### src/rtl/spi_slave_ctrl.sv
// SPI slave front end: deserialises MOSI frames into RAM commands and returns read bytes on MISO.
// Latency: rx_valid rises on the 11th clk edge after SS_n is first seen low; MISO starts the cycle after tx_valid.
// Backpressure: none; SS_n high aborts any frame or MISO byte in progress, and tx_valid is awaited without timeout.
//
// Ports:
//   clk, rst_n        system/SPI bit clock (rising edge), asynchronous active-low reset
//   SS_n, MOSI, MISO  SPI slave select (frame boundary), serial in/out, MSB first
//   rx_data, rx_valid assembled {opcode[1:0], payload} command and its one-cycle strobe
//   tx_data, tx_valid read byte returned by the RAM and its valid
module spi_slave_ctrl #(
  parameter int DATA_WIDTH = 8
) (
  input  logic                  clk,
  input  logic                  rst_n,
  input  logic                  SS_n,
  input  logic                  MOSI,
  output logic                  MISO,
  output logic [DATA_WIDTH+1:0] rx_data,
  output logic                  rx_valid,
  input  logic [DATA_WIDTH-1:0] tx_data,
  input  logic                  tx_valid
);

  localparam int FW = DATA_WIDTH + 2;
  localparam int CW = $clog2(DATA_WIDTH + 1);

  typedef enum logic [2:0] {IDLE, CHK_CMD, WRITE, READ_ADD, READ_DATA} state_t;

  state_t                state_q, state_d;
  logic [CW-1:0]         cnt_q, cnt_d;
  // Holds frame bits 9..1; bit 0 is taken straight from MOSI on the final edge.
  logic [FW-2:0]         shift_q, shift_d;
  logic [FW-1:0]         rx_data_q, rx_data_d;
  logic                  rx_valid_q, rx_valid_d;
  logic                  rd_addr_seen_q, rd_addr_seen_d;
  // Set once the strobe for the current frame has been issued; later MOSI bits are ignored.
  logic                  frame_done_q, frame_done_d;
  logic [DATA_WIDTH-1:0] tx_shift_q, tx_shift_d;
  logic [CW-1:0]         tx_left_q, tx_left_d;
  logic                  tx_busy_q, tx_busy_d;
  // Only the first tx_valid of a frame is accepted.
  logic                  tx_latched_q, tx_latched_d;
  logic                  miso_q, miso_d;

  always_comb begin
    state_d        = state_q;
    cnt_d          = cnt_q;
    shift_d        = shift_q;
    rx_data_d      = rx_data_q;
    rx_valid_d     = 1'b0;
    rd_addr_seen_d = rd_addr_seen_q;
    frame_done_d   = frame_done_q;
    tx_shift_d     = tx_shift_q;
    tx_left_d      = tx_left_q;
    tx_busy_d      = tx_busy_q;
    tx_latched_d   = tx_latched_q;
    miso_d         = miso_q;

    if (SS_n) begin
      // Frame boundary: drop partial frame and any MISO byte; rd_addr_seen survives.
      state_d      = IDLE;
      cnt_d        = '0;
      shift_d      = '0;
      frame_done_d = 1'b0;
      tx_left_d    = '0;
      tx_busy_d    = 1'b0;
      tx_latched_d = 1'b0;
      miso_d       = 1'b0;
    end else begin
      case (state_q)
        IDLE: begin
          state_d      = CHK_CMD;
          cnt_d        = '0;
          frame_done_d = 1'b0;
          miso_d       = 1'b0;
        end
        CHK_CMD: begin
          shift_d = {{(FW-2){1'b0}}, MOSI};
          cnt_d   = '0;
          if (!MOSI)               state_d = WRITE;
          else if (rd_addr_seen_q) state_d = READ_DATA;
          else                     state_d = READ_ADD;
        end
        WRITE, READ_ADD, READ_DATA: begin
          if (!frame_done_q) begin
            shift_d = {shift_q[FW-3:0], MOSI};
            if (cnt_q == CW'(DATA_WIDTH)) begin
              rx_data_d    = {shift_q, MOSI};
              rx_valid_d   = 1'b1;
              frame_done_d = 1'b1;
              if (state_q == READ_ADD) rd_addr_seen_d = 1'b1;
            end else begin
              cnt_d = cnt_q + 1'b1;
            end
          end else if (state_q == READ_DATA) begin
            if (tx_busy_q) begin
              if (tx_left_q != '0) begin
                miso_d     = tx_shift_q[DATA_WIDTH-1];
                tx_shift_d = {tx_shift_q[DATA_WIDTH-2:0], 1'b0};
                tx_left_d  = tx_left_q - 1'b1;
              end else begin
                // Last bit has been on the line for a full cycle.
                miso_d         = 1'b0;
                tx_busy_d      = 1'b0;
                rd_addr_seen_d = 1'b0;
              end
            end else if (tx_valid && !tx_latched_q) begin
              // MSB goes out immediately; the rest is pre-shifted.
              miso_d       = tx_data[DATA_WIDTH-1];
              tx_shift_d   = {tx_data[DATA_WIDTH-2:0], 1'b0};
              tx_left_d    = CW'(DATA_WIDTH - 1);
              tx_busy_d    = 1'b1;
              tx_latched_d = 1'b1;
            end
          end
        end
        default: state_d = IDLE;
      endcase
    end
  end

  always_ff @(posedge clk or negedge rst_n) begin
    if (!rst_n) begin
      state_q        <= IDLE;
      cnt_q          <= '0;
      shift_q        <= '0;
      rx_data_q      <= '0;
      rx_valid_q     <= 1'b0;
      rd_addr_seen_q <= 1'b0;
      frame_done_q   <= 1'b0;
      tx_shift_q     <= '0;
      tx_left_q      <= '0;
      tx_busy_q      <= 1'b0;
      tx_latched_q   <= 1'b0;
      miso_q         <= 1'b0;
    end else begin
      state_q        <= state_d;
      cnt_q          <= cnt_d;
      shift_q        <= shift_d;
      rx_data_q      <= rx_data_d;
      rx_valid_q     <= rx_valid_d;
      rd_addr_seen_q <= rd_addr_seen_d;
      frame_done_q   <= frame_done_d;
      tx_shift_q     <= tx_shift_d;
      tx_left_q      <= tx_left_d;
      tx_busy_q      <= tx_busy_d;
      tx_latched_q   <= tx_latched_d;
      miso_q         <= miso_d;
    end
  end

  assign MISO     = miso_q;
  assign rx_data  = rx_data_q;
  assign rx_valid = rx_valid_q;

endmodule

### config.mk
export PLATFORM = sky130hd
export DESIGN_NAME = spi_slave_ctrl
export DESIGN_NICKNAME = d
export VERILOG_FILES = /design/src/rtl/spi_slave_ctrl.sv
export SDC_FILE = /design/constraint.sdc
export NUM_CORES = 1
export LEC_CHECK = 0
export ABC_CLOCK_PERIOD_IN_PS = 1800
export CORE_UTILIZATION = 37
export DETAILED_ROUTE_END_ITERATION = 7
export GPL_TIMING_DRIVEN = 0
export MAX_ROUTING_LAYER = met4
export PLACE_DENSITY = 0.66
export SKIP_LAST_GASP = 1
export SLEW_MARGIN = 5
export SYNTH_ARGS = -nofsm -noshare
export SYNTH_HDL_FRONTEND = slang
export SYNTH_SLANG_ARGS = --single-unit
### constraint.sdc
create_clock -name clk -period 1.8 [get_ports clk]
set_clock_uncertainty 0.2 [all_clocks]
set_input_delay 0.27 -clock clk [delete_from_list [all_inputs] [get_ports clk]]
set_output_delay 0.27 -clock clk [all_outputs]
set_load 0.02 [all_outputs]
# == Yosys cells after proc, flatten, opt, wreduce, memory -nomap -nowiden ==
# Cells that the tools add are included.
# op_classes
mux,54
eq_ne,17
reduce_logical,26
add_sub_neg,2
n_bitwise,2
# op_table
operator,n
4-bit two-way mux,10
1-bit two-way mux,31
8-bit two-way mux,3
9-bit two-way mux,2
9-bit case mux with 2 select lines,1
2-bit nonzero test,7
"3-bit != test, second input constant",4
3-bit nonzero test,4
5-bit AND reduction,2
3-bit two-way mux,3
3-bit case mux with 3 select lines,1
4-bit case mux with 2 select lines,1
4-bit AND reduction,2
7-bit AND reduction,1
"3-bit by 2-bit == test with 1-bit output, second input constant",2
"2-bit by 1-bit != test with 1-bit output, second input constant",3
"2-bit != test, second input constant",3
3-bit AND reduction,2
6-bit AND reduction,1
"4-bit by 1-bit adder with 4-bit output, second input constant",1
"4-bit == test, second input constant",1
"4-bit != test, second input constant",1
1-bit case mux with 2 select lines,2
4-bit nonzero test,1
other kinds (11),12
# totals
register_bits,44
word_cells,113

# == Depth between registers and ports, before layout ==
# Gate-level depths: netlist (run 1).
# logic_depth
ltp_word,8
ltp_mapped,7
depth_no_buf,6

# == Worst setup path before layout (run 1) ==
# OpenSTA, ideal clock, no wires.
# synth_timing
kind,reg2reg
startpoint,register state_q[0]
endpoint,register rx_data_q[0] (netlist: rx_data[0])
path_stages_with_launch,7
path_slack_ns,-0.195
arrival_time_ns,1.670
period_less_slack_ns,1.995
n_path_buf,2
cell_sequence,dfrtp_1 > buf_2 > or3b_4 > a211oi_2 > nand2_1 > buf_6 > mux2_4
# synth_via
elab_chain_cells,3
elab_cells_between_ends,5
classes_between,eq/ne (3); reduce/logical (2)
# synth_lines
item,line,rtl
from (decl),29,"state_t state_q, state_d;"
from (signal assigned),137,state_q <= state_d;
3-bit by 2-bit == test with 1-bit output or 3-bit == test (tied branches),70,case (state_q)
3-bit OR reduction (*),70,
4-bit AND reduction (no line) (*),-,
to (signal assigned),140,rx_data_q <= rx_data_d;
to (decl),33,"logic [FW-1:0] rx_data_q, rx_data_d;"
# Every way passes the cells marked *; elsewhere a longest branch is shown, timed or not.
# A chain may end at the register's enable or synchronous reset.

# == Final worst setup path (run 1) ==
# layout_timing
startpoint,register state_q[1]
endpoint,register rx_data_q[2] (netlist: rx_data[2])
# The elaborated chain is that of the path after synthesis.

==> metrics, run 1 <==
Max Used Layer=met4; drt wl/cell=between 10 and 15 um; Sw Share=23.2%; CORE AREA=roughly 5200 um^2; Flop pwr share=between 50% and 60%; Slew @ Worst Pin=roughly 0.63 ns; met3 wire len=a little under 90 um; clock root cell=clkbuf_8; Hold WC Path Type=primary input to asynchronous set/reset pin; RSZ-0062 raised after global routing=yes; Post-Route WL=roughly 4.1 mm; Total Die Area=~6000 um^2; number of nets in the layout=246; WS Path Type=flip-flop to flip-flop; gr ovfl total=0; largest cells by area after synthesis=dfrtp_1 (53%), mux2_4 (6.6%), mux2i_1 (4.4%); Mapped Cells=between 150 and 200; Remaining DRCs=0; Sink Count=between 40 and 50; IO buf count=23; Clock Latency Late Sink=0.29 ns; number of synthesized flops with an enable pin=0; IO Count=25; starting density of the core=between 30% and 40%; Yosys reg bits=43; vias in the first global route=1,535; CP Capture Type=flip-flop; Filler Cell Count=470; Max Cap Viol=0; first-pass GRT wire length=approximately 7 mm; DR WL met2=2.01 mm; final core utilization=~53%; Place WS=-0.329 ns; combinational fraction of design power=10.6%; violated checks=negative setup slack; Slew HR=57.7%; Die Height=76.3 um; H-tree depth=2; total internal power=about 0.0014 W; YS warnings=0; Max Clock Freq=slightly below 500 MHz; Max Root-Sink Buffers=2; hpwl dp=2.63 mm; Final WS setup=-0.223 ns; arrival time worst endpoint=~2.0 ns; Area Growth Syn to Fin=35.3%; via/cell ratio=5.07; minimum clock period=between 2 and 2.5 ns; Clock power frac=between 30% and 40%; row cnt=26; outcome=finished, violations left; Hold Vio Cnt, Final=0; total CTS buffers=5; Max rail drop VDD=around 0.6 mV; R2R cell count=6; Most used DFF post-synth=dfrtp_1; Synth area leader=dfrtp_1; GPL Wtd Cong=0.777; Post-DRT Antenna Nets=0; routed via count=between 1,500 and 2,000; Synth cell types=slightly above 40; Critical Path RT=1.77 ns; DRT iter0 DRCs=63; Final setup viols=24; layout cell share with drive strength beyond 1=a little under a third; clock slew at reported path FFs=0.08 ns; number of antenna repair diodes=0; Met1 Routed Length=around 2.0 mm; post-synthesis sequential area ratio=between 50% and 60%; Net Count, Synth=194; Final Max Tran Viols=0; most common cell in the netlist=dfrtp_1; initial antenna violation count=0; largest net degree at the start of global routing=24; Psw=approximately 0.00042 W; Synth top area share=between 50% and 60%; Synth Area per Inst=roughly 11 um^2; CP Max Fanout=5; CTS tree=built; Die X=76.3 um; Commonest cells post-synth=dfrtp_1 (43), nor2_1 (20), a21oi_1 (12), inv_1 (11); ys async rst share=between 90% and 100%; GRT Resource Usage Total=~16%; Mapped Area=2040 um^2; PD cells=between 600 and 700 nW/um^2; leakage=roughly 1.2 nW; Tcrit/Tclk final=112%; first-pass iteration count of the detailed router=4; CP startpoint kind=flip-flop
==> metrics by stage <==
stage / hold WS (ns) / area (um^2) / power [W] / cells / TNS (ns)
floorplan: -0.226 / 2060 / 0.00110 / 178 / -1.55
global placement: 0.273 / 2370 / 0.00116 / 271 / -43.36
global route: 0.328 / 2770 / 0.00189 / 300 / -5.49
detailed placement: 0.0914 / 2400 / 0.00117 / 272 / -5.45
finish: 0.294 / 2770 / 0.00181 / 300 / -3.01
CTS: 0.300 / 2630 / 0.00181 / 292 / -3.02
==> flip-flops by register name, summed over array words and instances (netlist names), 3 cells and up <==
| signal | cells |
|---|---|
| rx_data | 10 |
| tx_shift_q | 7 |
| shift_q | 9 |
| cnt_q | 4 |
| state_q | 3 |
| tx_left_q | 4 |
==> kinds of logic after synthesis <==
kind of cell / Yosys count / share of synthesized area [%]
AND/OR/NAND/NOR: 50 / 13.0
flip-flops: 43 / 52.6
AO/OA/AOI/OAI: 38 / 14.9
buffers and inverters: 23 / 5.08
multiplexers: 20 / 12.1
adder cells (fa/ha/maj): 3 / 1.84
XOR/XNOR: 1 / 0.428
==> worst paths after layout <==
kind                                           from                         end  slack [ns]
setup / recovery             state_q[1]$_DFFE_PN0P_      rx_data[2]$_DFFE_PN0P_       -0.22
hold / removal                                rst_n  rd_addr_seen_q$_DFFE_PN0P_        0.29
setup reg to reg             state_q[1]$_DFFE_PN0P_      rx_data[2]$_DFFE_PN0P_       -0.22
hold reg to reg            tx_latched_q$_DFFE_PN0P_    tx_latched_q$_DFFE_PN0P_        0.30
max in group asynchronous                     rst_n      shift_q[4]$_DFFE_PN0P_        0.62
min in group clk           tx_latched_q$_DFFE_PN0P_    tx_latched_q$_DFFE_PN0P_        0.30
==> layout make-up <==
cell class                 instances  area [um^2]  share of cell area (%)
inverter                          11         41.3                    1.49
buffer                             8         60.1                    2.17
clock buffer                       6         82.6                    2.99
timing repair buffer              49          454                    16.4
sequential                        43         1080                    38.9
clock inverter                     1         5.00                   0.181
tap                               70         87.6                    3.17
multi-input combinational        112          958                    34.6
==> power groups by stage <==
stage	combinational [W]	clock (W)	sequential [W]
final	0.000192	0.000610	0.00101
after global routing	0.000216	0.000666	0.00101
after CTS	0.000173	0.000632	0.00100
after detailed placement	0.000150	0	0.00102
after global placement	0.000142	0	0.00102
after floorplan	0.0000815	0	0.00102
==> routing by layer <==
metal  vias up  global-route usage [%]
met5         -                       -
met4         0                    5.96
met3        10                    3.59
met2        18                    24.7
met1       762                    19.6
li1        730                       -
==> worst max-delay path, stage by stage (launching register included) <==
cell and delay (ns):
dfrtp_1 0.39, buf_6 0.13, or3b_4 0.38, a211oi_4 0.23
nand2_2 0.12, buf_6 0.16, mux2_4 0.29
==> placed cells by master (no fill, tap or decap), types with 2 or more instances in the layout <==
cell type | netlist | final
inv_1 | 11 | 11
mux2_4 | 9 | 9
a21oi_2 | 0 | 3
nor3_1 | 6 | 6
nor2_1 | 20 | 14
a31oi_1 | 2 | 2
o21a_1 | 2 | 2
a311oi_1 | 2 | 2
mux2i_1 | 9 | 9
clkbuf_8 | 0 | 6
a21oi_1 | 12 | 9
a22o_1 | 9 | 9
nand2_1 | 7 | 5
dfrtp_1 | 43 | 42
clkbuf_1 | 5 | 3
mux2_2 | 2 | 2
a211oi_4 | 0 | 2
a211oi_1 | 3 | 2
ha_1 | 3 | 2
buf_6 | 1 | 6
buf_4 | 1 | 23
nor2b_1 | 2 | 2
clkdlybuf4s50_1 | 0 | 22
nor2_2 | 0 | 5
nand2b_1 | 4 | 3
==> timing repair <==
action                                 CTS  global route
hold buffers                             1             0
setup endpoints to repair               32            34
endpoints found under the hold margin   22             0
pin swaps                                3             7
gates cloned                             2             0
setup buffers                           12            10
gates resized for setup                 12            20
(Power assumes the default switching activity.)
==> inputs of run 2 (changes only) <==
CTS_BUF_LIST = sky130_fd_sc_hd__clkbuf_16   (was unset)
==> run 2 against run 1 <==
Compared with the run above:
- the flow still finishes with violations (negative setup slack)
- cell area rose by 1.2%
- core utilization rose by 0.62 points
- fmax rose by 0.54%
- final cell count rose by 1.3%
- clock power rose by 37%
- clock-buffer cell count fell by 1
- register-to-register slack barely moved
- sequential cell count did not move
- non-clock buffer count rose by 4
- sequential power barely moved
- critical path type unchanged
- largest cell class unchanged
==> metrics, run 2 (synthesis gave the netlist of run 1 again) <==
outcome=finished, violations left; violated checks=negative setup slack; Max Clock Freq=~500 MHz; leakage=1.27 nW; routed via count=about 1,500; combinational fraction of design power=9.9%; gr ovfl total=0; R2R cell count=6; Area Growth Syn to Fin=36.9%; CP Capture Type=flip-flop; Max rail drop VDD=around 0.56 mV; Die Height=approximately 76 um; layout cell share with drive strength beyond 1=a little under 30%; Clock power frac=between 40% and 50%; min-delay src=tx_latched_q$_DFFE_PN0P_; Critical Path RT=between 1.5 and 2 ns; number of flip-flops in the largest register=10; GPL Wtd Cong=around 0.8; commonest cells after routing, fill and taps aside=dfrtp_1 (43), buf_4 (25), clkdlybuf4s50_1 (22); first-pass GRT wire length=7.13 mm; Final setup viols=25; Total Die Area=5830 um^2; hpwl dp=between 2 and 3 mm; Tcrit/Tclk final=112%; GRT Resource Usage Total=16.0%; final core utilization=approximately 54%; largest net degree at the start of global routing=24; Psw=0.000447 W; drt wl/cell=between 10 and 15 um; CP startpoint kind=flip-flop; FF-to-FF End=rx_data[2]$_DFFE_PN0P_; CP peak stage delay=0.41 ns; total CTS buffers=5; Critical Path Most Common Cell=buf_6; Filler Cell Count=between 400 and 500; CP Max Fanout=5; total internal power=~0.0016 W; hold path cells=2; number of buffers and inverters on the critical path=2; Die X=around 76 um; PD cells=around 730 nW/um^2; via/cell ratio=roughly 5.0; Slew @ Worst Pin=approximately 0.63 ns; Slew HR=58.1%; starting density of the core=between 30% and 40%; Hold WC Path Type=flip-flop to flip-flop; Hold EP=tx_latched_q$_DFFE_PN0P_; row cnt=26; Max Root-Sink Buffers=2; worst-path cell chain=buf_6 -> or3b_4 -> a211oi_4 -> nand2_2 -> buf_6 -> mux2_4; CORE AREA=5200 um^2; Remaining DRCs=0; Sw Share=a little over a fifth; Final Max Tran Viols=0; minimum clock period=2.01 ns; number of nets in the layout=250; Post-DRT Antenna Nets=0; Post-Route WL=roughly 4.2 mm; number of antenna repair diodes=0; WS Path Type=flip-flop to flip-flop; IO buf count=23; Max Cap Viol=0; clock slew at reported path FFs=approximately 0.06 ns; first-pass iteration count of the detailed router=4; Flop pwr share=49.2%; worst r2r src=state_q[0]$_DFFE_PN0P_; H-tree depth=2; commonest non-fill, non-tap cell in the layout=dfrtp_1; Sink Count=43; r2r setup slk=-0.21 ns; Clock Latency Late Sink=around 0.28 ns; Hold Vio Cnt, Final=0; worst setup path start=state_q[0]$_DFFE_PN0P_; arrival time worst endpoint=between 1.5 and 2 ns; clock root cell=clkbuf_16; initial antenna violation count=0; DRT iter0 DRCs=57; family with the most delay on the worst path=simple AND/OR/NAND/NOR gates; IO Count=25; Critical Path Slowest Stage Cell=or3b_4; vias in the first global route=1,529; Place WS=-0.329 ns; Final WS setup=-0.212 ns; CTS tree=built; RSZ-0062 raised after global routing=yes
run 2: layout make-up:
| type | count | area, um^2 | area share, % |
|---|---|---|---|
| plain buffers | 10 | 70.1 | 2.50 |
| clock buffers | 5 | 125 | 4.47 |
| flip-flops and latches | 43 | 1080 | 38.4 |
| repair buffers | 51 | 465 | 16.6 |
| multi-input cells | 112 | 925 | 33.0 |
| clock inverters | 2 | 8.76 | 0.313 |
| inverters | 11 | 41.3 | 1.48 |
| well taps | 70 | 87.6 | 3.13 |
run 2: worst max-delay path by stage:
stage / endpoint / slack, ns / cells after the start
after floorplan: rx_data[0]$_DFFE_PN0P_ / -0.15 / 6
after global placement: tx_busy_q$_DFFE_PN0P_ / -0.90 / 1
after detailed placement: shift_q[0]$_DFFE_PN0P_ / -0.33 / 5
after CTS: rx_data[2]$_DFFE_PN0P_ / -0.23 / 6
after global routing: shift_q[2]$_DFFE_PN0P_ / -0.26 / 8
final: rx_data[2]$_DFFE_PN0P_ / -0.21 / 6
run 2: stage by stage:
step	cells	cell area (um^2)	total power (W)	TNS (ns)	hold WS, ns
floorplan	178	2060	0.00110	-1.55	-0.226
global placement	271	2370	0.00116	-43.36	0.273
detailed placement	272	2400	0.00117	-5.45	0.0914
CTS	294	2690	0.00203	-3.25	0.295
global route	304	2800	0.00212	-6.20	0.323
finish	304	2800	0.00204	-3.76	0.299
run 2: layer usage:
layer  wire (um)  GRT usage, %
met5           0             -
met4          76          6.35
met3          88          3.23
met2        2010          24.3
met1        1990          20.9
run 2: worst register-to-register path, delay by kind of cell (launching register included):
kind	cells	cell delay, ns
DFF	1	0.37
and+or+nand+nor	2	0.53
AOI/OAI and AO/OA	1	0.24
buffers and inverters	2	0.27
muxes	1	0.29
run 2: timing repair:
item / 4_1_cts / 5_1_grt
hold buffers: 1 / 0
gates resized for setup: 12 / 10
setup buffers: 13 / 12
cloned: 2 / 0
setup endpoints to repair: 32 / 34
pin swaps: 2 / 6
hold endpoints to repair: 22 / 0
run 2: power by group through the flow:
stage | clock [W] | sequential (W) | combinational, W
finish | 0.000835 | 0.00100 | 0.000201
floorplan | 0 | 0.00102 | 0.0000815
global placement | 0 | 0.00102 | 0.000142
global route | 0.000892 | 0.00101 | 0.000225
CTS | 0.000852 | 0.00100 | 0.000176
detailed placement | 0 | 0.00102 | 0.000150
==> inputs of run 3 (changes only) <==
CTS_BUF_LIST = unset   (was sky130_fd_sc_hd__clkbuf_16)
==> results of run 3 <==
Same layout as run 1: the final DEF is identical, and so are final timing and power.
